**src/rtl/alu_issue_stage_if.sv**
```systemverilog
// Operand/control bus between the issue stage, its upstream decode feed and the ALU consumer.
// The stage takes the slave view; the surrounding pipeline (or a bench) takes the master view.
interface alu_issue_stage_if #(
    parameter int XLEN = 32
);
    logic            in_valid_i;
    logic            in_ready_o;
    logic [31:0]     instr_i;
    logic [XLEN-1:0] pc_i;
    logic [XLEN-1:0] rs1_data_i;
    logic [XLEN-1:0] rs2_data_i;
    logic            flush_i;
    logic            out_valid_o;
    logic            out_ready_i;
    logic [XLEN-1:0] operand1_o;
    logic [XLEN-1:0] operand2_o;
    logic [3:0]      alu_control_o;
    logic            is_branch_o;
    logic            branch_ne_o;
    logic [XLEN-1:0] store_data_o;
    logic            illegal_o;

    modport slave (
        input  in_valid_i, instr_i, pc_i, rs1_data_i, rs2_data_i, flush_i, out_ready_i,
        output in_ready_o, out_valid_o, operand1_o, operand2_o, alu_control_o,
               is_branch_o, branch_ne_o, store_data_o, illegal_o
    );

    modport master (
        output in_valid_i, instr_i, pc_i, rs1_data_i, rs2_data_i, flush_i, out_ready_i,
        input  in_ready_o, out_valid_o, operand1_o, operand2_o, alu_control_o,
               is_branch_o, branch_ne_o, store_data_o, illegal_o
    );
endinterface

```
**src/rtl/alu_issue_stage.sv**
```systemverilog
// RV32I execute-issue stage: decodes an instruction into ALU operands/control and holds
// the result in a single ID/EX register with valid/ready handshake, stall and flush.
module alu_issue_stage #(
    parameter int         XLEN         = 32,
    parameter logic [3:0] ILLEGAL_CODE = 4'b0000
) (
    input logic               clk_i,
    input logic               rst_ni,
    alu_issue_stage_if.slave  bus
);
    localparam logic [3:0] ALU_AND  = 4'b0000;
    localparam logic [3:0] ALU_OR   = 4'b0001;
    localparam logic [3:0] ALU_ADD  = 4'b0010;
    localparam logic [3:0] ALU_SUB  = 4'b0011;
    localparam logic [3:0] ALU_XOR  = 4'b0100;
    localparam logic [3:0] ALU_SLL  = 4'b0101;
    localparam logic [3:0] ALU_SRL  = 4'b0110;
    localparam logic [3:0] ALU_SLTU = 4'b0111;

    localparam logic [6:0] OP_R      = 7'b0110011;
    localparam logic [6:0] OP_I      = 7'b0010011;
    localparam logic [6:0] OP_LOAD   = 7'b0000011;
    localparam logic [6:0] OP_STORE  = 7'b0100011;
    localparam logic [6:0] OP_LUI    = 7'b0110111;
    localparam logic [6:0] OP_AUIPC  = 7'b0010111;
    localparam logic [6:0] OP_BRANCH = 7'b1100011;

    typedef struct packed {
        logic [XLEN-1:0] op1;
        logic [XLEN-1:0] op2;
        logic [XLEN-1:0] store_data;
        logic [3:0]      ctrl;
        logic            is_branch;
        logic            branch_ne;
        logic            illegal;
    } dec_t;

    dec_t dec_d, dec_q;
    logic out_valid_q;

    logic [6:0]      opcode, funct7;
    logic [2:0]      funct3;
    logic [XLEN-1:0] imm_i, imm_s, imm_u, shamt_i, shamt_r;

    assign opcode = bus.instr_i[6:0];
    assign funct3 = bus.instr_i[14:12];
    assign funct7 = bus.instr_i[31:25];
    assign imm_i  = XLEN'($signed(bus.instr_i[31:20]));
    assign imm_s  = XLEN'($signed({bus.instr_i[31:25], bus.instr_i[11:7]}));
    assign imm_u  = XLEN'($signed({bus.instr_i[31:12], 12'b0}));
    // Shift amounts are masked to 5 bits here so the ALU can shift by the full operand2.
    assign shamt_i = XLEN'(bus.instr_i[24:20]);
    assign shamt_r = XLEN'(bus.rs2_data_i[4:0]);

    always_comb begin
        dec_d         = '0;
        dec_d.illegal = 1'b0;
        unique case (opcode)
            OP_R: begin
                dec_d.op1 = bus.rs1_data_i;
                dec_d.op2 = bus.rs2_data_i;
                if (funct7 == 7'b0100000 && funct3 == 3'b000) begin
                    dec_d.ctrl = ALU_SUB;
                end else if (funct7 != 7'b0000000) begin
                    dec_d.illegal = 1'b1;
                end else begin
                    case (funct3)
                        3'b000: dec_d.ctrl = ALU_ADD;
                        3'b001: begin dec_d.ctrl = ALU_SLL; dec_d.op2 = shamt_r; end
                        3'b011: dec_d.ctrl = ALU_SLTU;
                        3'b100: dec_d.ctrl = ALU_XOR;
                        3'b101: begin dec_d.ctrl = ALU_SRL; dec_d.op2 = shamt_r; end
                        3'b110: dec_d.ctrl = ALU_OR;
                        3'b111: dec_d.ctrl = ALU_AND;
                        default: dec_d.illegal = 1'b1;
                    endcase
                end
            end
            OP_I: begin
                dec_d.op1 = bus.rs1_data_i;
                dec_d.op2 = imm_i;
                case (funct3)
                    3'b000: dec_d.ctrl = ALU_ADD;
                    3'b011: dec_d.ctrl = ALU_SLTU;
                    3'b100: dec_d.ctrl = ALU_XOR;
                    3'b110: dec_d.ctrl = ALU_OR;
                    3'b111: dec_d.ctrl = ALU_AND;
                    3'b001: begin
                        dec_d.ctrl    = ALU_SLL;
                        dec_d.op2     = shamt_i;
                        dec_d.illegal = (funct7 != 7'b0000000);
                    end
                    3'b101: begin
                        dec_d.ctrl    = ALU_SRL;
                        dec_d.op2     = shamt_i;
                        dec_d.illegal = (funct7 != 7'b0000000);
                    end
                    default: dec_d.illegal = 1'b1;
                endcase
            end
            OP_LOAD: begin
                dec_d.op1  = bus.rs1_data_i;
                dec_d.op2  = imm_i;
                dec_d.ctrl = ALU_ADD;
            end
            OP_STORE: begin
                dec_d.op1        = bus.rs1_data_i;
                dec_d.op2        = imm_s;
                dec_d.ctrl       = ALU_ADD;
                dec_d.store_data = bus.rs2_data_i;
            end
            OP_LUI: begin
                dec_d.op2  = imm_u;
                dec_d.ctrl = ALU_ADD;
            end
            OP_AUIPC: begin
                dec_d.op1  = bus.pc_i;
                dec_d.op2  = imm_u;
                dec_d.ctrl = ALU_ADD;
            end
            OP_BRANCH: begin
                dec_d.op1       = bus.rs1_data_i;
                dec_d.op2       = bus.rs2_data_i;
                dec_d.ctrl      = ALU_SUB;
                dec_d.is_branch = 1'b1;
                dec_d.branch_ne = funct3[0];
                dec_d.illegal   = (funct3[2:1] != 2'b00);
            end
            default: dec_d.illegal = 1'b1;
        endcase
        // Illegal entries still flow downstream, but carry no operands or branch intent.
        if (dec_d.illegal) begin
            dec_d.op1        = '0;
            dec_d.op2        = '0;
            dec_d.store_data = '0;
            dec_d.ctrl       = ILLEGAL_CODE;
            dec_d.is_branch  = 1'b0;
            dec_d.branch_ne  = 1'b0;
        end
    end

    logic capture;
    assign bus.in_ready_o = !out_valid_q || bus.out_ready_i;
    assign capture        = bus.in_valid_i && bus.in_ready_o;

    always_ff @(posedge clk_i or negedge rst_ni) begin
        if (!rst_ni) begin
            out_valid_q <= 1'b0;
            dec_q       <= '0;
        end else if (bus.flush_i) begin
            out_valid_q <= 1'b0;
        end else if (capture) begin
            out_valid_q <= 1'b1;
            dec_q       <= dec_d;
        end else if (bus.out_ready_i) begin
            out_valid_q <= 1'b0;
        end
    end

    assign bus.out_valid_o   = out_valid_q;
    assign bus.operand1_o    = dec_q.op1;
    assign bus.operand2_o    = dec_q.op2;
    assign bus.alu_control_o = dec_q.ctrl;
    assign bus.is_branch_o   = dec_q.is_branch;
    assign bus.branch_ne_o   = dec_q.branch_ne;
    assign bus.store_data_o  = dec_q.store_data;
    assign bus.illegal_o     = dec_q.illegal;
endmodule

```
**src/flat_wrapper.sv**
```systemverilog
// flat-port wrapper written by rule: the top's interface ports become plain ports
module alu_issue_stage_flat 
#(
    parameter int         XLEN         = 32,
    parameter logic [3:0] ILLEGAL_CODE = 4'b0000
)
  (clk_i, rst_ni, bus_in_valid_i, bus_instr_i, bus_pc_i, bus_rs1_data_i, bus_rs2_data_i, bus_flush_i, bus_out_ready_i, bus_in_ready_o, bus_out_valid_o, bus_operand1_o, bus_operand2_o, bus_alu_control_o, bus_is_branch_o, bus_branch_ne_o, bus_store_data_o, bus_illegal_o);
  alu_issue_stage_if #(.XLEN(XLEN)) bus_i ();
  input logic clk_i;
  input logic rst_ni;
  input wire logic [$bits(bus_i.in_valid_i)-1:0] bus_in_valid_i;
  input wire logic [$bits(bus_i.instr_i)-1:0] bus_instr_i;
  input wire logic [$bits(bus_i.pc_i)-1:0] bus_pc_i;
  input wire logic [$bits(bus_i.rs1_data_i)-1:0] bus_rs1_data_i;
  input wire logic [$bits(bus_i.rs2_data_i)-1:0] bus_rs2_data_i;
  input wire logic [$bits(bus_i.flush_i)-1:0] bus_flush_i;
  input wire logic [$bits(bus_i.out_ready_i)-1:0] bus_out_ready_i;
  output wire logic [$bits(bus_i.in_ready_o)-1:0] bus_in_ready_o;
  output wire logic [$bits(bus_i.out_valid_o)-1:0] bus_out_valid_o;
  output wire logic [$bits(bus_i.operand1_o)-1:0] bus_operand1_o;
  output wire logic [$bits(bus_i.operand2_o)-1:0] bus_operand2_o;
  output wire logic [$bits(bus_i.alu_control_o)-1:0] bus_alu_control_o;
  output wire logic [$bits(bus_i.is_branch_o)-1:0] bus_is_branch_o;
  output wire logic [$bits(bus_i.branch_ne_o)-1:0] bus_branch_ne_o;
  output wire logic [$bits(bus_i.store_data_o)-1:0] bus_store_data_o;
  output wire logic [$bits(bus_i.illegal_o)-1:0] bus_illegal_o;
  assign bus_i.in_valid_i = bus_in_valid_i;
  assign bus_i.instr_i = bus_instr_i;
  assign bus_i.pc_i = bus_pc_i;
  assign bus_i.rs1_data_i = bus_rs1_data_i;
  assign bus_i.rs2_data_i = bus_rs2_data_i;
  assign bus_i.flush_i = bus_flush_i;
  assign bus_i.out_ready_i = bus_out_ready_i;
  assign bus_in_ready_o = bus_i.in_ready_o;
  assign bus_out_valid_o = bus_i.out_valid_o;
  assign bus_operand1_o = bus_i.operand1_o;
  assign bus_operand2_o = bus_i.operand2_o;
  assign bus_alu_control_o = bus_i.alu_control_o;
  assign bus_is_branch_o = bus_i.is_branch_o;
  assign bus_branch_ne_o = bus_i.branch_ne_o;
  assign bus_store_data_o = bus_i.store_data_o;
  assign bus_illegal_o = bus_i.illegal_o;
  alu_issue_stage #(.XLEN(XLEN), .ILLEGAL_CODE(ILLEGAL_CODE)) u_core (.clk_i(clk_i), .rst_ni(rst_ni), .bus(bus_i));
endmodule
```
**config.mk**
```make
export PLATFORM = sky130hd
export DESIGN_NAME = alu_issue_stage_flat
export DESIGN_NICKNAME = d
export VERILOG_FILES = /design/src/rtl/alu_issue_stage_if.sv /design/src/rtl/alu_issue_stage.sv /design/src/flat_wrapper.sv
export SDC_FILE = /design/constraint.sdc
export NUM_CORES = 1
export LEC_CHECK = 0
export CORE_ASPECT_RATIO = 0.6
export CORE_UTILIZATION = 40
export CTS_CLUSTER_DIAMETER = 120
export DETAILED_ROUTE_END_ITERATION = 7
export PLACE_DENSITY_LB_ADDON = 0.08
export SLEW_MARGIN = 20
export SYNTH_ARGS = -nofsm -noshare
export SYNTH_HDL_FRONTEND = slang
export SYNTH_SLANG_ARGS = --single-unit
```
**constraint.sdc**
```tcl
create_clock -name clk_i -period 2.02 [get_ports clk_i]
set_input_delay 0.202 -clock clk_i [delete_from_list [all_inputs] [get_ports clk_i]]
set_output_delay 0.202 -clock clk_i [all_outputs]
set_load 0.01 [all_outputs]
```
**After elaboration in Yosys (flattened, before gate mapping)**

Index checks and enable logic that the tools add are counted.

- Bitwise gates (word level): 1
- Reduce and logical (&&, ||, !) cells: 15
- Eq/ne operators: 14
- Multiplexer cells: 21

Operators with widths:

| kind | count |
|---|---|
| $pmux W32 S6 | 1 |
| $mux W32 | 5 |
| $mux W102 | 1 |
| $pmux W32 S2 | 1 |
| $eq A7 B6 Y1 const B | 4 |
| $pmux W3 S6 | 1 |
| $pmux W4 S4 | 1 |
| $eq A7 B5 Y1 const B | 2 |
| $eq A3 B3 Y1 const B | 4 |
| $reduce_or A5 Y1 | 2 |
| $mux W4 | 2 |
| $eq A7 B2 Y1 const B | 1 |
| $eq A7 B7 Y1 const B | 1 |
| $reduce_bool A7 Y1 | 1 |
| $reduce_or A7 Y1 | 1 |
| $mux W1 | 6 |
| $pmux W1 S4 | 1 |
| $reduce_or A2 Y1 | 2 |
| $reduce_or A4 Y1 | 1 |
| $eq A3 B1 Y1 const B | 1 |
| $eq A3 B2 Y1 const B | 1 |
| $logic_not A3 Y1 | 1 |
| $reduce_bool A3 Y1 | 1 |
| $logic_and A1 B1 Y1 | 2 |
| 7 further kinds | 7 |

- Input port bits: 133
- Word-level logic and storage cells: 59
- Output and inout port bits: 105
- Register bits after elaboration: 104

**Logic depth before layout (Yosys ltp)**

Gate-level depths: netlist (run 1).

- Depth after elaboration: 7
- Gate-level depth with buffers: 8
- Mapped depth without buffers: 5

**Worst setup path before layout (run 1)**

Ideal clock, no wire load.

- Path type: input-to-reg
- Start: input port bus_instr_i[12]
- End: register u_core.dec_q (netlist bit u_core.bus.alu_control_o[1])
- Required time: 1.938 ns
- Library setup time: 0.082 ns
- Buffers on the path: 3
- Arrival time: 1.905 ns
- Cell stages on the path: 8
- Setup slack: 0.033 ns
- Path through: buf_2 -> or3b_1 -> a2111oi_4 -> o31ai_2 -> or2_1 -> buf_2 -> buf_6 -> a22oi_2

- Word-level cells in the longest chain between the ends: 7
- Elaborated cells on any way between the ends: 21
- Classes of those cells: 6 x eq/ne; 10 x mux; 5 x reduce/logical

RTL lines:

| what | line | source |
|---|---|---|
| from (decl) | flat_wrapper.sv:12 | `input wire logic [$bits(bus_i.instr_i)-1:0] bus_instr_i;` |
| $eq A3 B3 Y1, or another cell as far along | alu_issue_stage.sv:67, alu_issue_stage.sv:82 |  |
| $reduce_or A7 Y1 (no source line) | n/a |  |
| $mux W1 | alu_issue_stage.sv:67 | `case (funct3)` |
| $mux W1 | alu_issue_stage.sv:64 | `end else if (funct7 != 7'b0000000) begin` |
| $mux W1 | alu_issue_stage.sv:62 | `if (funct7 == 7'b0100000 && funct3 == 3'b000) begin` |
| $pmux W1 S4 | alu_issue_stage.sv:58 | `unique case (opcode)` |
| $mux W102 * | alu_issue_stage.sv:132 | `if (dec_d.illegal) begin` |
| to (signal assigned) | alu_issue_stage.sv:149 | `dec_q <= '0;` |
| to (signal assigned) | alu_issue_stage.sv:154 | `dec_q <= dec_d;` |
| to (decl) | alu_issue_stage.sv:38 | `dec_t dec_d, dec_q;` |

Mark *: on every way between the ends. The rest lies on a longest branch, timed or not.
A chain may end at the register's enable or synchronous reset.

**Final worst setup path (run 1)**

- Start: input port bus_instr_i[4]
- End: register u_core.dec_q (netlist bit u_core.bus.store_data_o[28])

- Word-level cells in the longest chain between the ends: 4
- Elaborated cells on any way between the ends: 11
- Classes of those cells: 7 x eq/ne; 3 x mux; 1 x reduce/logical

RTL lines:

| what | line |
|---|---|
| $eq A7 B6 Y1, or another cell as far along | alu_issue_stage.sv:58 |
| $reduce_or A4 Y1 (no source line) | n/a |
| $pmux W1 S4 | alu_issue_stage.sv:58 |
| $mux W102 * | alu_issue_stage.sv:132 |

Marks and branches as above.

==> results of run 1 <==
## stage by stage
stage | hold WS (ns) | TNS (ns) | instances | utilization, % | worst slack [ns]
final | 0.331 | 0 | 883 | 70.9 | 0.120
after global routing | 0.361 | 0 | 883 | 70.9 | 0.0110
after CTS | 0.405 | -0.162 | 879 | 69.7 | -0.0257
after detailed placement | 0.310 | -45.58 | 854 | 65.8 | -0.502
after global placement | 0.303 | -41.54 | 854 | 65.8 | -0.444
after floorplan | -0.0936 | 0 | 456 | - | 0.0332
## sequential cells by signal, summed over array words and instances (netlist names)
signal / count
u_core.bus.operand2_o: 32
u_core.bus.out_valid_o: 1
u_core.bus.store_data_o: 32
u_core.bus.is_branch_o: 1
u_core.bus.branch_ne_o: 1
u_core.bus.illegal_o: 1
u_core.bus.alu_control_o: 3
u_core.bus.operand1_o: 32
## synth_stat cells, types with 2 or more instances
library cell  number
o211ai_1           2
o21ai_1           49
a22oi_1           44
nor2b_1            6
nor2_1             6
buf_2              4
nand3_1            2
nor3b_1            2
o21ai_0           28
inv_1              2
a22o_1            32
nand2_1           78
a21oi_1            4
a221oi_1          19
a21boi_0           2
nand4_1            2
nand3b_1           3
buf_6              9
mux2i_1            5
nand2b_1           4
or3b_1             2
dfrtp_1          103
clkbuf_1          27
## logic make-up (layout without fill, tap and decap cells)
family / count (synthesis) / count (layout)
AO/OA/AOI/OAI: 187 / 187
XOR/XNOR: 1 / 1
buffers and inverters: 44 / 311
flip-flops: 103 / 103
multiplexers: 5 / 5
other: 1 / 1
AND/OR/NAND/NOR: 115 / 115
## worst max-delay path: stages
cell	delay [ns]
clkdlybuf4s50_1	0.47
nor2b_2	0.20
nand3_1	0.14
a221o_1	0.42
nor4_4	0.28
buf_6	0.18
buf_12	0.14
a22o_1	0.15
## report_power, final
group	internal [mW]	switching, mW	leakage, nW
combinational	0.321	0.242	1.76
clock	0.889	0.798	0.138
sequential	2.06	0.00261	1.43
## final cells by class
class / count / area share (%)
timing repair buffer: 293 / 37.3
sequential: 103 / 31.9
multi-input combinational: 309 / 24.7
clock buffer: 10 / 2.95
tap: 160 / 2.47
clock inverter: 6 / 0.649
inverter: 2 / 0.0928
## routing by layer
| layer | routed length (µm) | global-route usage, % |
|---|---|---|
| met1 | 7580 | 39.6 |
| met2 | 7380 | 40.8 |
| met3 | 1720 | 7.57 |
| met4 | 222 | 6.35 |
| met5 | 0 | 0 |
## timing repair
item	4_1_cts	5_1_grt
buffers inserted	5	5
gates cloned	3	1
endpoints found under the setup margin	102	98
endpoints found under the hold margin	103	0
gates resized for setup	11	28
hold buffers	1	0
pin swaps	6	9
## worst paths after layout
kind / endpoint / slack [ns] / cells past startpoint
worst max-delay path: u_core.bus.store_data_o[28] / 0.12 / 8
worst min-delay path: u_core.bus.operand2_o[28] / 0.33 / 4
worst max register to register: u_core.bus.store_data_o[28] / 0.16 / 7
worst min register to register: u_core.bus.operand2_o[13] / 0.48 / 2
max in group asynchronous: u_core.bus.store_data_o[30] / 1.14 / 3
min in group asynchronous: u_core.bus.store_data_o[8] / 0.45 / 3
==> metrics.yaml, run 1 <==
cts_sinks: 103
dr_total_vias: 4811
wire_per_inst_um: 19.1
nNetsFinal: 851
rsz0062_at_grt: "false"
hold_path_class: "in -> reg"
io_pins: 238
overflow: 0
dieArea_um2: 12300
grt_max_degree: 104
antenna_found_initial: 0
clk_latency_ns: 0.35
postPlaceCellArea_um2: 7510
synth_top_family_by_area: "compound AO/OA/AOI/OAI gates"
worst_ep_required_time_ns: 2.30
cts_root_buffer: "clkbuf_16"
initial_core_util_pct: 41.4
drt_iter0_drc: 344
power_density_nw_per_um2: 533
synth_seq_cells: 103
synth-main-ff-cell: "dfrtp_1"
muxShareOfSynthArea_pct: 1.06
final_common_cell: "clkdlybuf4s50_1"
die_w_um: 142
yosys.area_share.simple_pct: 11.5
ys_types: 44
avgSynthCellArea_um2: 10.4
cts_made_buffers: 9
grt_pass1_vias: 4630
yosysTopAreaCell: "dfrtp_1"
p_leak_nw: 3.33
cts_max_path_buffers: 2
maxCapViolations: 0
hold_viol_final: 0
synthAdderAreaFrac_pct: 0
synth_cells: 456
diodes: 0
postRouteAntennaNets: 0
area_growth_pct: 71.2
wirelength_um: 16900
layout_common_cells: "clkdlybuf4s50_1, dfrtp_1, nand2_1, o21ai_1, a22oi_1"
core_area_um2: 11400
r2r_start: "u_core.bus.out_valid_o"
place_hpwl_um: 11800
cts_tree: "yes"
ys_top_cells_by_area: "dfrtp_1, a22oi_1, nand2_1"
critPathLaunchType: "primary input"
fin_crit_ns: 1.90
crit_path_end_kind: "flop"
hold_path_startpoint: "bus_instr_i[28]"
htreeDepth: 3
crit_fanout: 8
fmax_ghz: 0.526
period_share_pct: 94.0
fin_area_um2: 8090
via_per_inst: 5.45
cp-startpoint: "bus_instr_i[4]"
seqCellArea_um2: 2580
skew_ns: 0.00679
max_slew_margin_pct: 62.9
synth_compound_area_share_pct: 27.5
netlist_area_um2: 4730
synth_xor_area_share_pct: 0.185
drtPass1Iterations: 6
die_h_um: 86.2
finalMaxSlewViolations: 0
routabilityCongestion: 0.886
crit_arrival_ns: 2.18
setup.worst_path.class: "in -> reg"
grt_first_pass_wirelength_um: 25400
drive_gt1_share_pct: 13.1
tightestPinTransition_ns: 0.556
fill_cells: 839
yosys.area.top_type_share_pct: 54.5
finalPower_mw: 4.32
io_buffers: 236
synth_nets: 589
ys_async_sr_fraction_pct: 100
track_usage_pct: 27.4
status: "finished clean"
synth_enable_flop_cells: 0
yosysSeqAreaShare_pct: 54.5
clkTransAtPathRegs_ns: 0.07
multi_input_area_um2: 2000
setup_violations: 0
yosys_warnings: 0
route.detailed.drc: 0
peakVddDrop_mv: 0.354
num_rows: 30
No activity file was read; power rests on OpenSTA's default activity.
==> inputs of run 2 (changes only) <==
- CORE_UTILIZATION: 40 -> 44
- clock period: 2.02 -> 2.5 ns (I/O delays scaled with it)
==> run 2 against run 1 <==
  * Sequential cell count stayed put
  * Via count is 1.2% lower
  * Power is 18% lower
  * Largest power group unchanged
  * First-iteration DRC count is 6.7% higher
  * Largest cell class unchanged
  * Critical endpoint is now u_core.bus.operand2_o[25]
==> metrics.yaml, run 2 (synthesized netlist as in run 1, its figures left out) <==
cp_slowest_stage_delay_ns: 0.55  # +0.08 ns
rrSetupSlack_ns: 0.52  # +0.36 ns
hold_path_class: "in -> async"
wirelength_um: 16200  # -4.3%
worst_ep_required_time_ns: 2.75  # +0.45 ns
area_growth_pct: 62.0
routabilityCongestion: 0.902  # +1.8%
seqPwrFrac_pct: 47.1  # -0.8 points
fin_crit_ns: 2.27
place_hpwl_um: 12000  # +1.7%
maxCapViolations: 0  # unchanged
crit_path_end_kind: "flop"
pre_cts_ws_ns: -0.0906  # +0.412 ns
layout.cells.non_filler: 832  # -5.8%
tightestPinTransition_ns: 0.636  # +0.0794 ns
fmax_ghz: 0.441
crit_fanout: 16  # +8
grt_pass1_vias: 4516  # -2.5%
clkTransAtPathRegs_ns: 0.07  # about the same
wire_per_inst_um: 19.5  # +1.6%
antenna_found_initial: 0  # unchanged
peakVddDrop_mv: 0.331  # -6.4%
grt_max_degree: 103  # -0.96%
tns_ns: 0  # unchanged
worst_hold_slack_ns: 0.464  # +0.133 ns
core_area_um2: 10200  # -11%
placed_cells: 815  # -4.6%
initial_core_util_pct: 46.5  # +5.1 points
htreeDepth: 3  # unchanged
cts_max_path_buffers: 2  # unchanged
rsz0062_at_grt: "false"
cp-endpoint: "u_core.bus.operand2_o[25]"
clk_latency_ns: 0.34  # about the same
period_share_pct: 90.6
p_clk_share_pct: 40.6  # +1.5 points
skew_ns: 0.00715  # +0.000361 ns
p_sw_uw: 803  # -23%
power.share.combinational_pct: 12.3  # -0.7 points
diodes: 0  # unchanged
finalPower_mw: 3.55  # -18%
cp-startpoint: "bus_instr_i[5]"
r2r_start: "u_core.bus.out_valid_o"
setup.worst_path.class: "in -> reg"
layout_common_cells: "clkdlybuf4s50_1, dfrtp_1, nand2_1, o21ai_1, a22oi_1"
die_w_um: 136  # -4.6%
critPathSlowestCell: "clkdlybuf4s50_1"
num_rows: 28  # -6.7%
p_int_mw: 2.74  # -16%
cts_made_buffers: 9  # unchanged
io_buffers: 236  # unchanged
crit_arrival_ns: 2.52  # +0.34 ns
p_leak_nw: 3.05  # -8.4%
io_pins: 238  # unchanged
drt_iter0_drc: 367  # +6.7%
dr_total_vias: 4751  # -1.2%
drive_gt1_share_pct: 8.03  # -5.1 points
path_cells: "clkdlybuf4s50_1, or3b_1, a2111oi_4, o31ai_2, or2_2, buf_4, o21ai_0"
route.detailed.drc: 0  # unchanged
timing.rr.end: "u_core.bus.operand2_o[25]"
via_per_inst: 5.71  # +4.8%
switching_share_pct: 22.7  # -1.5 points
status: "finished clean"
drtPass1Iterations: 6  # unchanged
hold_viol_final: 0  # unchanged
power_density_nw_per_um2: 463  # -13%
nNetsFinal: 825  # -3.1%
grt_first_pass_wirelength_um: 24500  # -3.8%
postRouteAntennaNets: 0  # unchanged
fin_area_um2: 7660  # -5.4%
cts_tree: "yes"
finalMaxSlewViolations: 0  # unchanged
overflow: 0  # unchanged
track_usage_pct: 29.3  # +1.9 points
final_common_cell: "clkdlybuf4s50_1"
worst_slack_ns: 0.234  # +0.114 ns
dieArea_um2: 11200  # -8.9%
worst-r2r-cell-count: 6  # -1
cts_root_buffer: "clkbuf_16"
critPathLaunchType: "primary input"
utilization_pct: 75.4  # +4.4 points
die_h_um: 82.3  # -4.5%
cts_sinks: 103  # unchanged
postPlaceCellArea_um2: 7340  # -2.3%
setup_violations: 0  # unchanged
max_slew_margin_pct: 57.6  # -5.3 points
[run 2: cell types whose count changed in the layout (fill, tap and decap cells not counted), moves of 5 or more]
cell	delta
a221oi_1	+5
buf_4	-14
a221oi_2	-5
buf_6	-5
clkdlybuf4s50_1	+11
dlymetal6s2s_1	-10
[run 2: worst min-delay path by stage]
stage / start / endpoint / slack [ns] / cells past startpoint
finish: rst_ni / u_core.bus.store_data_o[22] / 0.46 / 2
global route: bus_flush_i / u_core.bus.out_valid_o / 0.47 / 2
CTS: rst_ni / u_core.bus.store_data_o[22] / 0.48 / 2
detailed placement: rst_ni / u_core.bus.store_data_o[22] / 0.31 / 1
global placement: rst_ni / u_core.bus.operand2_o[22] / 0.30 / 1
floorplan: rst_ni / u_core.bus.alu_control_o[0] / -0.05 / 0
[run 2: timing repair]
| action | 4_1_cts | 5_1_grt |
|---|---|---|
| hold buffers | 1 | 0 |
| endpoints found under the hold margin | 47 | 0 |
| resized for setup | 0 | 0 |
| buffers inserted | 0 | 0 |
[run 2: critical path: cells and delay by family]
kind | cells | cell delay (ns)
buffers and inverters | 2 | 0.77
AO/OA/AOI/OAI | 3 | 0.71
AND/OR/NAND/NOR | 2 | 0.78
[run 2: power by group through the flow]
stage / clock, mW / combinational (mW) / sequential, mW
2_1_floorplan: 0 / 0.0984 / 1.70
3_3_place_gp: 0 / 0.420 / 1.70
3_5_place_dp: 0 / 0.430 / 1.70
4_1_cts: 1.47 / 0.433 / 1.67
5_1_grt: 1.54 / 0.464 / 1.67
6_report: 1.44 / 0.435 / 1.67
[run 2: routing by layer]
| layer | vias up | GRT usage [%] | part of all wire [%] |
|---|---|---|---|
| met5 | - | 0 | 0 |
| met4 | 0 | 8.09 | 1.3 |
| met3 | 24 | 10.1 | 12 |
| met2 | 252 | 44.8 | 45 |
| met1 | 2316 | 39.6 | 42 |
| li1 | 2159 | - | - |
[run 2: layout make-up]
type                       instances  area (µm²)
timing repair buffer             267        2670
sequential                       103        2580
fill                             707        2500
multi-input combinational        309        1920
clock buffer                      11         253
tap                              135         169
clock inverter                     5        56.3
inverter                           2        7.51
